$ cat src/rtl/keycode_pkg.sv
// Shared types for the keycode event queue: game actions, HID keycodes,
// the queued event record and the keycode-to-action map.
package keycode_pkg;

  typedef enum logic [2:0] {
    ACT_NONE  = 3'd0,
    ACT_LEFT  = 3'd1,
    ACT_RIGHT = 3'd2,
    ACT_JUMP  = 3'd3,
    ACT_DOWN  = 3'd4
  } action_e;

  typedef enum logic [1:0] {
    ST_IDLE = 2'd0,
    ST_REL  = 2'd1,
    ST_PRS  = 2'd2
  } state_e;

  localparam logic [7:0] KC_A     = 8'h04;
  localparam logic [7:0] KC_D     = 8'h07;
  localparam logic [7:0] KC_W     = 8'h1A;
  localparam logic [7:0] KC_SPACE = 8'h2C;
  localparam logic [7:0] KC_S     = 8'h16;

  typedef struct packed {
    action_e action;
    logic    press;
  } event_t;

  function automatic action_e map_keycode(input logic [7:0] kc);
    action_e act;
    case (kc)
      KC_A:     act = ACT_LEFT;
      KC_D:     act = ACT_RIGHT;
      KC_W:     act = ACT_JUMP;
      KC_SPACE: act = ACT_JUMP;
      KC_S:     act = ACT_DOWN;
      default:  act = ACT_NONE;
    endcase
    return act;
  endfunction

endpackage

$ cat src/rtl/event_fifo.sv
// First-word fall-through FIFO of press/release events. A push into a full
// FIFO is accepted only when a pop happens in the same cycle.
module event_fifo
  import keycode_pkg::*;
#(
  parameter int DEPTH = 4
) (
  input  logic                   clk,
  input  logic                   rst,
  input  logic                   push,
  input  logic                   pop,
  input  event_t                 wdata,
  output event_t                 rdata,
  output logic                   full,
  output logic                   empty,
  output logic [$clog2(DEPTH):0] count
);

  localparam int PW = $clog2(DEPTH);
  localparam logic [PW:0]   CNT_FULL = (PW+1)'(DEPTH);
  localparam logic [PW:0]   CNT_ONE  = (PW+1)'(1);
  localparam logic [PW:0]   CNT_ZERO = (PW+1)'(0);
  localparam logic [PW-1:0] PTR_ONE  = PW'(1);
  localparam logic [PW-1:0] PTR_ZERO = PW'(0);

  event_t        mem_q [DEPTH];
  logic [PW-1:0] wr_q, wr_d, rd_q, rd_d;
  logic [PW:0]   cnt_q, cnt_d;
  logic          do_push, do_pop;

  always_comb begin
    do_pop  = pop && (cnt_q != CNT_ZERO);
    do_push = push && ((cnt_q != CNT_FULL) || do_pop);
    wr_d    = do_push ? (wr_q + PTR_ONE) : wr_q;
    rd_d    = do_pop ? (rd_q + PTR_ONE) : rd_q;
    case ({do_push, do_pop})
      2'b10:   cnt_d = cnt_q + CNT_ONE;
      2'b01:   cnt_d = cnt_q - CNT_ONE;
      default: cnt_d = cnt_q;
    endcase
  end

  always_ff @(posedge clk) begin
    if (rst) begin
      wr_q  <= PTR_ZERO;
      rd_q  <= PTR_ZERO;
      cnt_q <= CNT_ZERO;
    end else begin
      wr_q  <= wr_d;
      rd_q  <= rd_d;
      cnt_q <= cnt_d;
    end
  end

  // Storage needs no reset; the head is only meaningful while non-empty.
  always_ff @(posedge clk) begin
    if (do_push) begin
      mem_q[wr_q] <= wdata;
    end
  end

  assign rdata = mem_q[rd_q];
  assign full  = (cnt_q == CNT_FULL);
  assign empty = (cnt_q == CNT_ZERO);
  assign count = cnt_q;

endmodule

$ cat src/rtl/keycode_event_queue.sv
// Debounces the raw USB keycode, maps it to a game action and queues ordered
// release/press events; also tracks the held action and its frame count.
module keycode_event_queue
  import keycode_pkg::*;
#(
  parameter int STABLE_CYCLES = 50000,
  parameter int FIFO_DEPTH    = 4,
  parameter int HOLD_MAX      = 255
) (
  input  logic       Clk,
  input  logic       Reset,
  input  logic [7:0] keycode,
  input  logic       frame_tick,
  input  logic       evt_ready,
  output logic       evt_valid,
  output logic [2:0] evt_action,
  output logic       evt_press,
  output logic [2:0] held_action,
  output logic [7:0] hold_frames
);

  localparam int SC_W = $clog2(STABLE_CYCLES + 1);
  localparam int FC_W = $clog2(FIFO_DEPTH) + 1;
  localparam logic [SC_W-1:0] SC_MAX   = SC_W'(STABLE_CYCLES - 1);
  localparam logic [SC_W-1:0] SC_ONE   = SC_W'(1);
  localparam logic [SC_W-1:0] SC_ZERO  = SC_W'(0);
  localparam logic [FC_W-1:0] FC_ZERO  = FC_W'(0);
  localparam logic [7:0]      HOLD_TOP = 8'(HOLD_MAX);

  logic [7:0]      kc_q, kc_d, cand_q, cand_d, stable_q, stable_d;
  logic [SC_W-1:0] cnt_q, cnt_d;
  state_e          state_q, state_d;
  action_e         held_q, held_d, old_q, old_d, a_old_s, a_new_s;
  logic [7:0]      hold_q, hold_d;
  logic            commit_s, pop_s, push_s, space_s;
  event_t          push_data_s, head_s;
  logic            fifo_full_s, fifo_empty_s;
  logic [FC_W-1:0] fifo_count_s;

  // Input stage: candidate follows kc_q, counter measures how long it has been steady.
  always_comb begin
    kc_d = keycode;
    if (kc_q != cand_q) begin
      cand_d = kc_q;
      cnt_d  = SC_ZERO;
    end else if (cnt_q != SC_MAX) begin
      cand_d = cand_q;
      cnt_d  = cnt_q + SC_ONE;
    end else begin
      cand_d = cand_q;
      cnt_d  = cnt_q;
    end
  end

  always_comb begin
    a_old_s  = map_keycode(stable_q);
    a_new_s  = map_keycode(cand_q);
    commit_s = (cnt_q == SC_MAX) && (cand_q != stable_q) && (state_q == ST_IDLE);
    pop_s    = evt_valid && evt_ready;
    space_s  = !fifo_full_s || pop_s;
  end

  // Commit and release/press sequencing; a stalled push simply holds the state.
  always_comb begin
    state_d     = state_q;
    stable_d    = stable_q;
    held_d      = held_q;
    old_d       = old_q;
    push_s      = 1'b0;
    push_data_s = '{action: ACT_NONE, press: 1'b0};
    case (state_q)
      ST_IDLE: begin
        if (commit_s) begin
          stable_d = cand_q;
          held_d   = a_new_s;
          old_d    = a_old_s;
          if (a_old_s == a_new_s) begin
            state_d = ST_IDLE;
          end else if (a_old_s != ACT_NONE) begin
            state_d = ST_REL;
          end else begin
            state_d = ST_PRS;
          end
        end else begin
          state_d = ST_IDLE;
        end
      end
      ST_REL: begin
        push_s      = 1'b1;
        push_data_s = '{action: old_q, press: 1'b0};
        if (!space_s) begin
          state_d = ST_REL;
        end else if (held_q != ACT_NONE) begin
          state_d = ST_PRS;
        end else begin
          state_d = ST_IDLE;
        end
      end
      ST_PRS: begin
        push_s      = 1'b1;
        push_data_s = '{action: held_q, press: 1'b1};
        if (space_s) begin
          state_d = ST_IDLE;
        end else begin
          state_d = ST_PRS;
        end
      end
      default: begin
        state_d = ST_IDLE;
      end
    endcase
  end

  // An action-changing commit outranks a coincident frame_tick.
  always_comb begin
    if (commit_s && (a_old_s != a_new_s)) begin
      hold_d = 8'd0;
    end else if (held_q == ACT_NONE) begin
      hold_d = 8'd0;
    end else if (frame_tick && (hold_q != HOLD_TOP)) begin
      hold_d = hold_q + 8'd1;
    end else begin
      hold_d = hold_q;
    end
  end

  always_ff @(posedge Clk) begin
    if (Reset) begin
      kc_q     <= 8'h00;
      cand_q   <= 8'h00;
      cnt_q    <= SC_ZERO;
      stable_q <= 8'h00;
      state_q  <= ST_IDLE;
      held_q   <= ACT_NONE;
      old_q    <= ACT_NONE;
      hold_q   <= 8'd0;
    end else begin
      kc_q     <= kc_d;
      cand_q   <= cand_d;
      cnt_q    <= cnt_d;
      stable_q <= stable_d;
      state_q  <= state_d;
      held_q   <= held_d;
      old_q    <= old_d;
      hold_q   <= hold_d;
    end
  end

  event_fifo #(.DEPTH(FIFO_DEPTH)) u_fifo (
    .clk   (Clk),
    .rst   (Reset),
    .push  (push_s),
    .pop   (pop_s),
    .wdata (push_data_s),
    .rdata (head_s),
    .full  (fifo_full_s),
    .empty (fifo_empty_s),
    .count (fifo_count_s)
  );

  always_comb begin
    evt_valid = (fifo_count_s != FC_ZERO);
    if (fifo_empty_s) begin
      evt_action = 3'd0;
      evt_press  = 1'b0;
    end else begin
      evt_action = head_s.action;
      evt_press  = head_s.press;
    end
  end

  assign held_action = held_q;
  assign hold_frames = hold_q;

endmodule
$ cat config.mk
export PLATFORM = sky130hd
export DESIGN_NAME = keycode_event_queue
export DESIGN_NICKNAME = d
export VERILOG_FILES = /design/src/rtl/keycode_pkg.sv /design/src/rtl/event_fifo.sv /design/src/rtl/keycode_event_queue.sv
export SDC_FILE = /design/constraint.sdc
export NUM_CORES = 1
export LEC_CHECK = 0
export ABC_CLOCK_PERIOD_IN_PS = 3800
export BUFFER_PORTS_ARGS = -buffer_cell sky130_fd_sc_hd__buf_2
export CAP_MARGIN = 20
export CORE_MARGIN = 2
export CORE_UTILIZATION = 55
export DETAILED_ROUTE_END_ITERATION = 6
export PLACE_DENSITY = 0.78
export SETUP_SLACK_MARGIN = 0.2
export SYNTH_ARGS = -nofsm -noshare
export SYNTH_HDL_FRONTEND = slang
export SYNTH_SLANG_ARGS = --single-unit
$ cat constraint.sdc
create_clock -name Clk -period 3.8 [get_ports Clk]
set_input_delay 1.14 -clock Clk [delete_from_list [all_inputs] [get_ports Clk]]
set_output_delay 1.14 -clock Clk [all_outputs]
set_load 0.02 [all_outputs]
==> results of run 1 <==
## report_power, final
part	switching [uW]	total [uW]	internal (uW)
clock	297	664	366
combinational	21.8	43.5	21.8
sequential	9.99	890	880
## worst min-delay path, stage by stage, from the launching register on
cell and delay (ns):
dfxtp_1 0.32, nand2_1 0.05, a21oi_1 0.05
## worst max-delay path by stage
stage	slack [ns]	endpoint	cells after the start
floorplan	0.69	u_fifo.count[2]	10
global placement	0.44	u_fifo.count[2]	10
detailed placement	0.32	u_fifo.count[2]	10
CTS	0.70	u_fifo.count[2]	10
global route	0.51	u_fifo.count[2]	10
finish	0.70	u_fifo.count[2]	10
## per-layer routing
layer / wire (um) / GRT usage (%) / vias up
met2: 3300 / 31.9 / 41
met1: 3250 / 24.3 / 1338
met4: 93 / 6.29 / 0
li1: - / - / 1409
met5: 0 / 0 / -
met3: 236 / 5.75 / 8
## sequential cells by signal, indices dropped and copies added, names as in the netlist, named ones only
signal,count
cand_q,8
cnt_q,16
held_action,3
hold_frames,8
kc_q,8
old_q,3
stable_q,8
state_q,2
u_fifo.count,3
u_fifo.mem_q,16
u_fifo.rd_q,2
u_fifo.wr_q,2
## cells in the mapped netlist, types with 4 or more instances
master    count
a21oi_1      14
a22oi_1       4
and2_1       12
and3_1        5
and4_1        4
buf_2         4
clkbuf_1     12
dfxtp_1      65
edfxtp_1     16
ha_1         11
inv_1        12
mux2i_1       4
mux4_2        4
nand2_1      34
nand2b_1      5
nand3_1      11
nand4_1      10
nor2_1       34
nor2b_1      23
nor3_1       14
nor4bb_1      4
o211ai_1      5
o21ai_0       4
xnor2_1      25
xor2_1       20
## stage by stage
stage	total power, uW	cells	util (%)	cell area, um2
2_1_floorplan	940	392	-	3870
3_3_place_gp	952	499	59.8	4060
3_5_place_dp	953	499	59.8	4060
4_1_cts	1610	515	62.9	4270
5_1_grt	1650	515	62.9	4270
6_report	1600	515	62.9	4270
## final cells by class
cell class / count / share of cell area (%)
multi-input combinational: 282 / 46.2
timing repair buffer: 28 / 3.34
sequential: 81 / 41.7
tap: 96 / 2.81
inverter: 12 / 1.05
clock inverter: 6 / 1.93
clock buffer: 10 / 2.99
## layout by cell type, fill, tap and decap left out, types with 2 or more instances in the layout
cell type,count
a211oi_1,3
a21oi_1,14
a22oi_1,4
and2_1,12
and3_1,5
and4_1,4
buf_2,27
bufinv_16,2
clkbuf_8,9
clkinv_2,3
dfxtp_1,65
edfxtp_1,16
ha_1,11
inv_1,12
mux2i_1,4
mux4_2,4
nand2_1,34
nand2b_1,5
nand3_1,11
nand4_1,10
nor2_1,34
nor2b_1,23
nor3_1,14
nor3b_1,2
nor4b_1,3
nor4bb_1,4
o211a_1,3
o211ai_1,5
o21a_1,2
o21ai_0,4
or3_1,2
or4bb_1,2
xnor2_1,25
xor2_1,20
## logic make-up after synthesis
| kind of cell | after synthesis | share of synthesized area [%] |
|---|---|---|
| fa+ha+maj | 12 | 4.08 |
| mux | 8 | 3.36 |
| flops | 81 | 46.1 |
| xor+xnor | 45 | 10.2 |
| simple gates | 172 | 24.9 |
| buf+inv | 29 | 2.94 |
| compound gates | 45 | 8.51 |
==> reports/qor.yml, run 1 <==
placement:
  io_buffers: 27
  hpwl_um: 4870
  dpl_worst_slack_ns: 0.322
  place_congestion: 0.835
critical_path:
  critical_path_peak_fanout: 8
  r2r_cells: 6
  cp_slowest_stage_delay_ns: 0.57
  cpMostUsedCell: "inv_1"
  cp_num_buf_inv: 3
  cp.required_ns: 4.09
  start_kind: "input pin"
  end_kind: "flop"
  crit_type: "input pin to flop"
  cpMaxStageDelayCell: "nor4b_1"
  crit_chain: "buf_2 > nor4b_1 > nor2b_1 > inv_1 > ha_1 > inv_1 > fa_1 > xor2_1 > or3_1 > a21oi_1"
  worst_path_dominant_cell_family: "simple AND/OR/NAND/NOR gates"
  arrival_ns: 3.40
  worst-r2r-setup-slack_ns: 1.08
  r2r-start: "cnt_q[0]"
  startpoint: "evt_ready"
  r2r_end: "hold_frames[3]"
route:
  route.detailed.drc: 0
  ant_nets: 0
  viasPerCell: 5.43
  wl_per_cell_um: 13.4
  detailroute.via_count: 2796
  routed_wl_um: 6880
  initialDrtViolationCount: 107
  drt_first_pass_iters: 4
hold_path:
  holdCritPathClass: "flop to flop"
  whs_path_depth: 2
  worstHoldStart: "old_q[0]"
  hold_end: "old_q[0]"
clock_network:
  cts.clk_slew.worst_paths_ns: 0.08
  cts_htree_levels: 3
  numCtsBuffers: 9
  cts_resized: 0
  clk_latency_ns: 0.36
  clock_sinks: 81
  postCtsSetupBuffers: 0
  hold_buffers: 0
  cts_tree: "yes"
  root_buffer: "clkbuf_8"
  clockBufferDepth: 2
final_layout:
  fillers: 563
  multi_input_comb_area_um2: 1970
  seqCellArea_um2: 1780
  syn_to_final_growth_pct: 10.4
  n_antenna_cell: 0
  nets: 438
  drive_above_1_share_pct: 12.9
floorplanning:
  die_h_um: 87.9
  dieArea_um2: 7720
  core_um2: 6790
  chipWidth_um: 87.9
  io_pins: 28
  start_util_pct: 56.9
  rows: 30
timing:
  layout_min_cycle_time_ns: 3.10
  timing.fmax_ghz: 0.322
  maxSlewViolCount: 0
  whs_ns: 0.468
  fin_skew_ns: 0.00905
  setup_slack_ns: 0.696
  relSlewSlack_pct: 40.6
  finalCritPeriodShare_pct: 81.7
  tns_ns: 0
  finalHoldViolations: 0
  tightest_slew_ns: 0.887
  rsz0062_at_grt: "no"
  setup_violations: 0
yosys:
  synth_area_um2: 3870
  ys_types: 51
  syn_inst: 392
  ys_warn_count: 0
  synth_area_leaders: "dfxtp_1 (34%), edfxtp_1 (12%), xnor2_1 (5.7%), xor2_1 (4.5%), nor2b_1 (3.7%)"
  synth_top_cell_area_share_pct: 33.6
  async_flop_share_pct: 0
  synth-main-ff-cell: "dfxtp_1"
  synth_top_area_cell: "dfxtp_1"
  synth_edf_count: 16
  seq_area_frac_synth_pct: 46.1
  ys_seq_elements: 81
  syn_nets: 416
  syn_area_per_cell_um2: 9.87
flow_run:
  maxCapViolCount: 0
grt:
  grt_pass1_vias: 2562
  grt_max_degree: 33
  grt_util_all_layers_pct: 19.3
  antenna_found_initial: 0
  overflow: 0
  grt_first_pass_wirelength_um: 11600
power_and_ir_drop:
  peakVddDrop_uv: 298
  power.leakage_uw: 0.00150
  power_density_nw_per_um2: 374
run_status:
  status: "complete, no violations"
(Power assumes the default switching activity.)
==> run 2: changes to the inputs <==
--- a/config.mk
+++ b/config.mk
@@ -5,7 +5,7 @@
 export SDC_FILE = /design/constraint.sdc
 export NUM_CORES = 1
 export LEC_CHECK = 0
-export ABC_CLOCK_PERIOD_IN_PS = 3800
+export ABC_CLOCK_PERIOD_IN_PS = 3100
 export BUFFER_PORTS_ARGS = -buffer_cell sky130_fd_sc_hd__buf_2
 export CAP_MARGIN = 20
 export CORE_MARGIN = 2
==> constraint.sdc (replaced) <==
create_clock -name Clk -period 3.1 [get_ports Clk]
set_input_delay 0.93 -clock Clk [delete_from_list [all_inputs] [get_ports Clk]]
set_output_delay 0.93 -clock Clk [all_outputs]
set_load 0.02 [all_outputs]
==> run 2 against run 1 <==
Count of clock-buffer cells in the layout up 5. Sequential cell count unchanged. Non-clock buffer count up 4. Clock power up 23%. Register-to-register slack worse by 0.42 ns. Via count about the same. Final cell count up 0.78%. Sequential power up 22%.
==> reports/qor.yml, run 2 (synthesis gave the netlist of run 1 again) <==
run_status:
  status: "complete, no violations"
clock_network:
  hold_buffers: 0
  clockBufferDepth: 2
  cts_tree: "yes"
  cts_resized: 0
  clock_sinks: 81
  clk_latency_ns: 0.35
  numCtsBuffers: 9
  cts.clk_slew.worst_paths_ns: 0.08
  cts_htree_levels: 3
  postCtsSetupBuffers: 0
  root_buffer: "clkbuf_8"
route:
  detailroute.via_count: 2794
  initialDrtViolationCount: 88
  wl_per_cell_um: 13.1
  route.detailed.drc: 0
  viasPerCell: 5.38
  drt_first_pass_iters: 4
  routed_wl_um: 6790
  ant_nets: 0
timing:
  relSlewSlack_pct: 56.9
  finalHoldViolations: 0
  maxSlewViolCount: 0
  fin_skew_ns: 0.0132
  timing.fmax_ghz: 0.387
  layout_min_cycle_time_ns: 2.59
  finalCritPeriodShare_pct: 83.4
  rsz0062_at_grt: "no"
  tns_ns: 0
  tightest_slew_ns: 0.642
  setup_violations: 0
critical_path:
  cpMaxStageDelayCell: "mux4_2"
  arrival_ns: 1.66
  cp_num_buf_inv: 1
  worst-r2r-setup-slack_ns: 0.66
  end_kind: "primary output"
  cp.required_ns: 2.17
  worst_path_dominant_cell_family: "multiplexers"
  r2r_cells: 7
  r2r-start: "cnt_q[0]"
  start_kind: "flop"
  critical_path_peak_fanout: 4
  crit_chain: "mux4_2 > and2_1 > buf_2"
  cp_slowest_stage_delay_ns: 0.53
  r2r_end: "hold_frames[4]"
  crit_cells: 3
  crit_type: "flop to primary output"
final_layout:
  largest_registers: "cnt_q: 16 flops, u_fifo.mem_q: 16 flops"
  syn_to_final_growth_pct: 11.6
  fillers: 581
  drive_above_1_share_pct: 13.5
  final_cell_mix: "dfxtp_1 (65), nand2_1 (34), nor2_1 (34)"
  n_antenna_cell: 0
  final_cells: 519
  final_common_cell: "dfxtp_1"
  nets: 442
floorplanning:
  dieArea_um2: 7720
  rows: 30
  start_util_pct: 56.9
  core_um2: 6790
  die_h_um: 87.9
  io_pins: 28
  chipWidth_um: 87.9
hold_path:
  hold_end: "old_q[0]"
  worstHoldStart: "old_q[0]"
  whs_path_depth: 2
  holdCritPathClass: "flop to flop"
flow_run:
  maxCapViolCount: 0
placement:
  io_buffers: 27
  hpwl_um: 4900
  place_congestion: 0.811
  dpl.cell_count: 503
grt:
  grt_first_pass_wirelength_um: 11400
  grt_pass1_vias: 2571
  grt_util_all_layers_pct: 19.0
  overflow: 0
  antenna_found_initial: 0
  grt_max_degree: 25
power_and_ir_drop:
  power.leakage_uw: 0.00152
  power_density_nw_per_um2: 455
  peakVddDrop_uv: 315
## run 2: metrics by stage
stage | power, uW | instance area, um2 | util [%] | setup slack (ns) | hold WS, ns
after CTS | 1980 | 4320 | 63.5 | 0.473 | 0.461
final | 1960 | 4320 | 63.5 | 0.514 | 0.463
after global placement | 1170 | 4100 | 60.3 | 0.330 | 0.441
after floorplan | 1150 | 3870 | - | 0.348 | 0.432
after global routing | 2030 | 4320 | 63.5 | 0.399 | 0.490
after detailed placement | 1170 | 4100 | 60.3 | 0.177 | 0.450
## run 2: power by group
| group | switching, uW | internal [uW] |
|---|---|---|
| clock | 351 | 467 |
| sequential | 12.3 | 1080 |
| combinational | 26.6 | 27.1 |
## run 2: tightest hold or removal path, stage by stage, from the launching register on
cell and delay [ns]:
dfxtp_1 0.32, nand2_1 0.05, a21oi_1 0.05
## run 2: per-layer routing
layer | track usage, % | part of all wire [%] | vias to the layer above
met5 | 0 | 0 | -
met1 | 24.0 | 46 | 1314
met2 | 32.2 | 50 | 51
met3 | 5.09 | 3.9 | 8
met4 | 5.45 | 0.74 | 0
li1 | - | - | 1421
## run 2: area by class of cell
cell class / instances / area, um2 / share of cell area (%)
clock buffers: 15 / 188 / 4.35
multi-input cells: 282 / 1980 / 45.9
clock inverters: 1 / 30.0 / 0.696
flip-flops and latches: 81 / 1780 / 41.3
inverters: 12 / 45.0 / 1.04
repair buffers: 32 / 173 / 4.00
well taps: 96 / 120 / 2.78
## run 2: how the worst max path moves through the flow
stage                          from               to  slack [ns]
after floorplan           evt_ready  u_fifo.count[2]        0.35
after global placement    evt_ready  u_fifo.count[2]        0.33
after detailed placement  evt_ready  u_fifo.count[2]        0.18
after CTS                      flop        evt_press        0.47
after global routing      evt_ready  u_fifo.count[2]        0.40
final                          flop        evt_press        0.51
==> run 3: changes to the inputs <==
--- a/config.mk
+++ b/config.mk
@@ -5,7 +5,7 @@
 export SDC_FILE = /design/constraint.sdc
 export NUM_CORES = 1
 export LEC_CHECK = 0
-export ABC_CLOCK_PERIOD_IN_PS = 3100
+export ABC_CLOCK_PERIOD_IN_PS = 2450
 export BUFFER_PORTS_ARGS = -buffer_cell sky130_fd_sc_hd__buf_2
 export CAP_MARGIN = 20
 export CORE_MARGIN = 2
==> constraint.sdc (replaced) <==
create_clock -name Clk -period 2.45 [get_ports Clk]
set_input_delay 0.735 -clock Clk [delete_from_list [all_inputs] [get_ports Clk]]
set_output_delay 0.735 -clock Clk [all_outputs]
set_load 0.02 [all_outputs]
==> run 3 against run 2 <==
Setup slack got worse by 0.30 ns. Clock skew fell by 0.0027 ns. Sequential share of layout area fell by 1.2 points. Cell area rose by 3.6%. Routed wire length rose by 4.1%. Count of clock-buffer cells in the layout fell by 1. Via count rose by 0.97%. Non-clock buffer count rose by 11. First-iteration DRC count rose by 56%. Total power rose by 20%. Hold slack got worse by 0.0021 ns.
==> reports/qor.yml, run 3 (synthesis gave the netlist of run 1 again) <==
critical_path:
  cp_slowest_stage_delay_ns: 0.49
  end_kind: "primary output"
  cp.required_ns: 1.71
  crit_chain: "mux4_2 > and2_4 > buf_6"
  start_kind: "flop"
  r2r_end: "hold_frames[6]"
  cpMaxStageDelayCell: "mux4_2"
  cp_num_buf_inv: 1
  arrival_ns: 1.50
  worst_path_dominant_cell_family: "multiplexers"
  critical_path_peak_fanout: 4
  r2r_cells: 5
  r2r-start: "cand_q[0]"
  worst-r2r-setup-slack_ns: 0.24
  crit_type: "flop to primary output"
timing:
  finalCritPeriodShare_pct: 91.3
  fin_skew_ns: 0.0105
  timing.fmax_ghz: 0.447
  setup_violations: 0
  finalHoldViolations: 0
  relSlewSlack_pct: 66.9
  rsz0062_at_grt: "yes"
  setup_slack_ns: 0.213
  layout_min_cycle_time_ns: 2.24
  maxSlewViolCount: 0
  whs_ns: 0.461
  tns_ns: 0
  tightest_slew_ns: 0.491
final_layout:
  nets: 453
  fillers: 549
  final_cell_area_um2: 4470
  largest_registers: "cnt_q: 16 flops, u_fifo.mem_q: 16 flops"
  final_common_cell: "dfxtp_1"
  n_antenna_cell: 0
  final_cell_mix: "dfxtp_1 (59), nand2_1 (34), nor2_1 (34)"
  drive_above_1_share_pct: 19.8
  syn_to_final_growth_pct: 15.6
clock_network:
  clockBufferDepth: 2
  cts_htree_levels: 3
  root_buffer: "clkbuf_8"
  clock_sinks: 81
  cts.clk_slew.worst_paths_ns: 0.07
  cts_tree: "yes"
  numCtsBuffers: 9
  clk_latency_ns: 0.36
floorplanning:
  io_pins: 28
  chipWidth_um: 87.9
  core_um2: 6790
  rows: 30
  die_h_um: 87.9
  dieArea_um2: 7720
  start_util_pct: 56.9
route:
  detailroute.via_count: 2821
  wl_per_cell_um: 13.3
  ant_nets: 0
  drt_first_pass_iters: 5
  initialDrtViolationCount: 137
  route.detailed.drc: 0
  viasPerCell: 5.32
  routed_wl_um: 7070
run_status:
  status: "complete, no violations"
flow_run:
  maxCapViolCount: 0
placement:
  place_congestion: 0.853
  dpl_worst_slack_ns: -0.00735
  dpl-instance-area_um2: 4170
  hpwl_um: 5080
  io_buffers: 27
hold_path:
  whs_path_depth: 2
  holdCritPathClass: "flop to flop"
  worstHoldStart: "old_q[1]"
  hold_end: "old_q[1]"
grt:
  grt_pass1_vias: 2655
  grt_util_all_layers_pct: 19.9
  grt_first_pass_wirelength_um: 11900
  antenna_found_initial: 0
  grt_max_degree: 19
  overflow: 0
power_and_ir_drop:
  power_density_nw_per_um2: 525
  peakVddDrop_uv: 302
  power.leakage_uw: 0.00158
[run 3: changes by cell type in the layout (fill, tap and decap cells not counted), moves of 4 or more]
cell and change:
buf_4 +11, dfxtp_2 +4, and2_4 +4, dfxtp_1 -6, buf_6 +4, and2_1 -4, buf_2 -4
[run 3: area by class of cell]
type / count / area (um2) / share of cell area [%]
sequential: 81 / 1790 / 40.1
inverter: 12 / 45.0 / 1.01
clock inverter: 2 / 10.0 / 0.224
tap: 96 / 120 / 2.69
multi-input combinational: 282 / 2050 / 45.8
clock buffer: 14 / 174 / 3.89
timing repair buffer: 43 / 280 / 6.27
[run 3: worst max path at each step]
stage	from	end	slack (ns)	cells after the start
after global routing	flop	evt_action[2]	0.17	3
after global placement	evt_ready	u_fifo.count[2]	0.04	10
after CTS	flop	evt_action[1]	0.17	3
after detailed placement	evt_ready	u_fifo.count[2]	-0.007	10
after floorplan	evt_ready	u_fifo.count[2]	-0.006	10
final	flop	evt_action[2]	0.21	3
[run 3: report_power, final]
part           internal (uW)  leakage [uW]  switching [uW]
combinational           40.6      0.000829            38.9
clock                    455     0.0000956             437
sequential              1360      0.000657            12.9
total                   1860       0.00158             488
[run 3: metrics by stage]
stage | util, % | total power [uW] | cells
global route | 65.8 | 2430 | 530
CTS | 64.7 | 2360 | 527
global placement | 61.4 | 1480 | 511
floorplan | - | 1460 | 392
detailed placement | 61.4 | 1480 | 511
finish | 65.8 | 2350 | 530
[run 3: worst reg2reg max path: cells and delay by family, from the launching register on]
family | cells | cell delay (ns)
simple gates | 3 | 1.19
xor+xnor | 1 | 0.18
compound gates | 1 | 0.41
flops | 1 | 0.35
[run 3: layer usage]
metal	wire length (um)	vias to the layer above	track usage, %
met2	3390	54	32.4
met3	217	13	3.96
met4	138	0	10.2
met1	3330	1308	25.2
li1	-	1446	-
met5	0	-	0
[run 3: repair_timing]
item / in CTS / in global routing
hold buffers: 0 / 0
endpoints found under the hold margin: 0 / 0
pin swaps: 1 / 9
resized for setup: 15 / 11
setup buffers: 0 / 3
setup endpoints to repair: 9 / 13
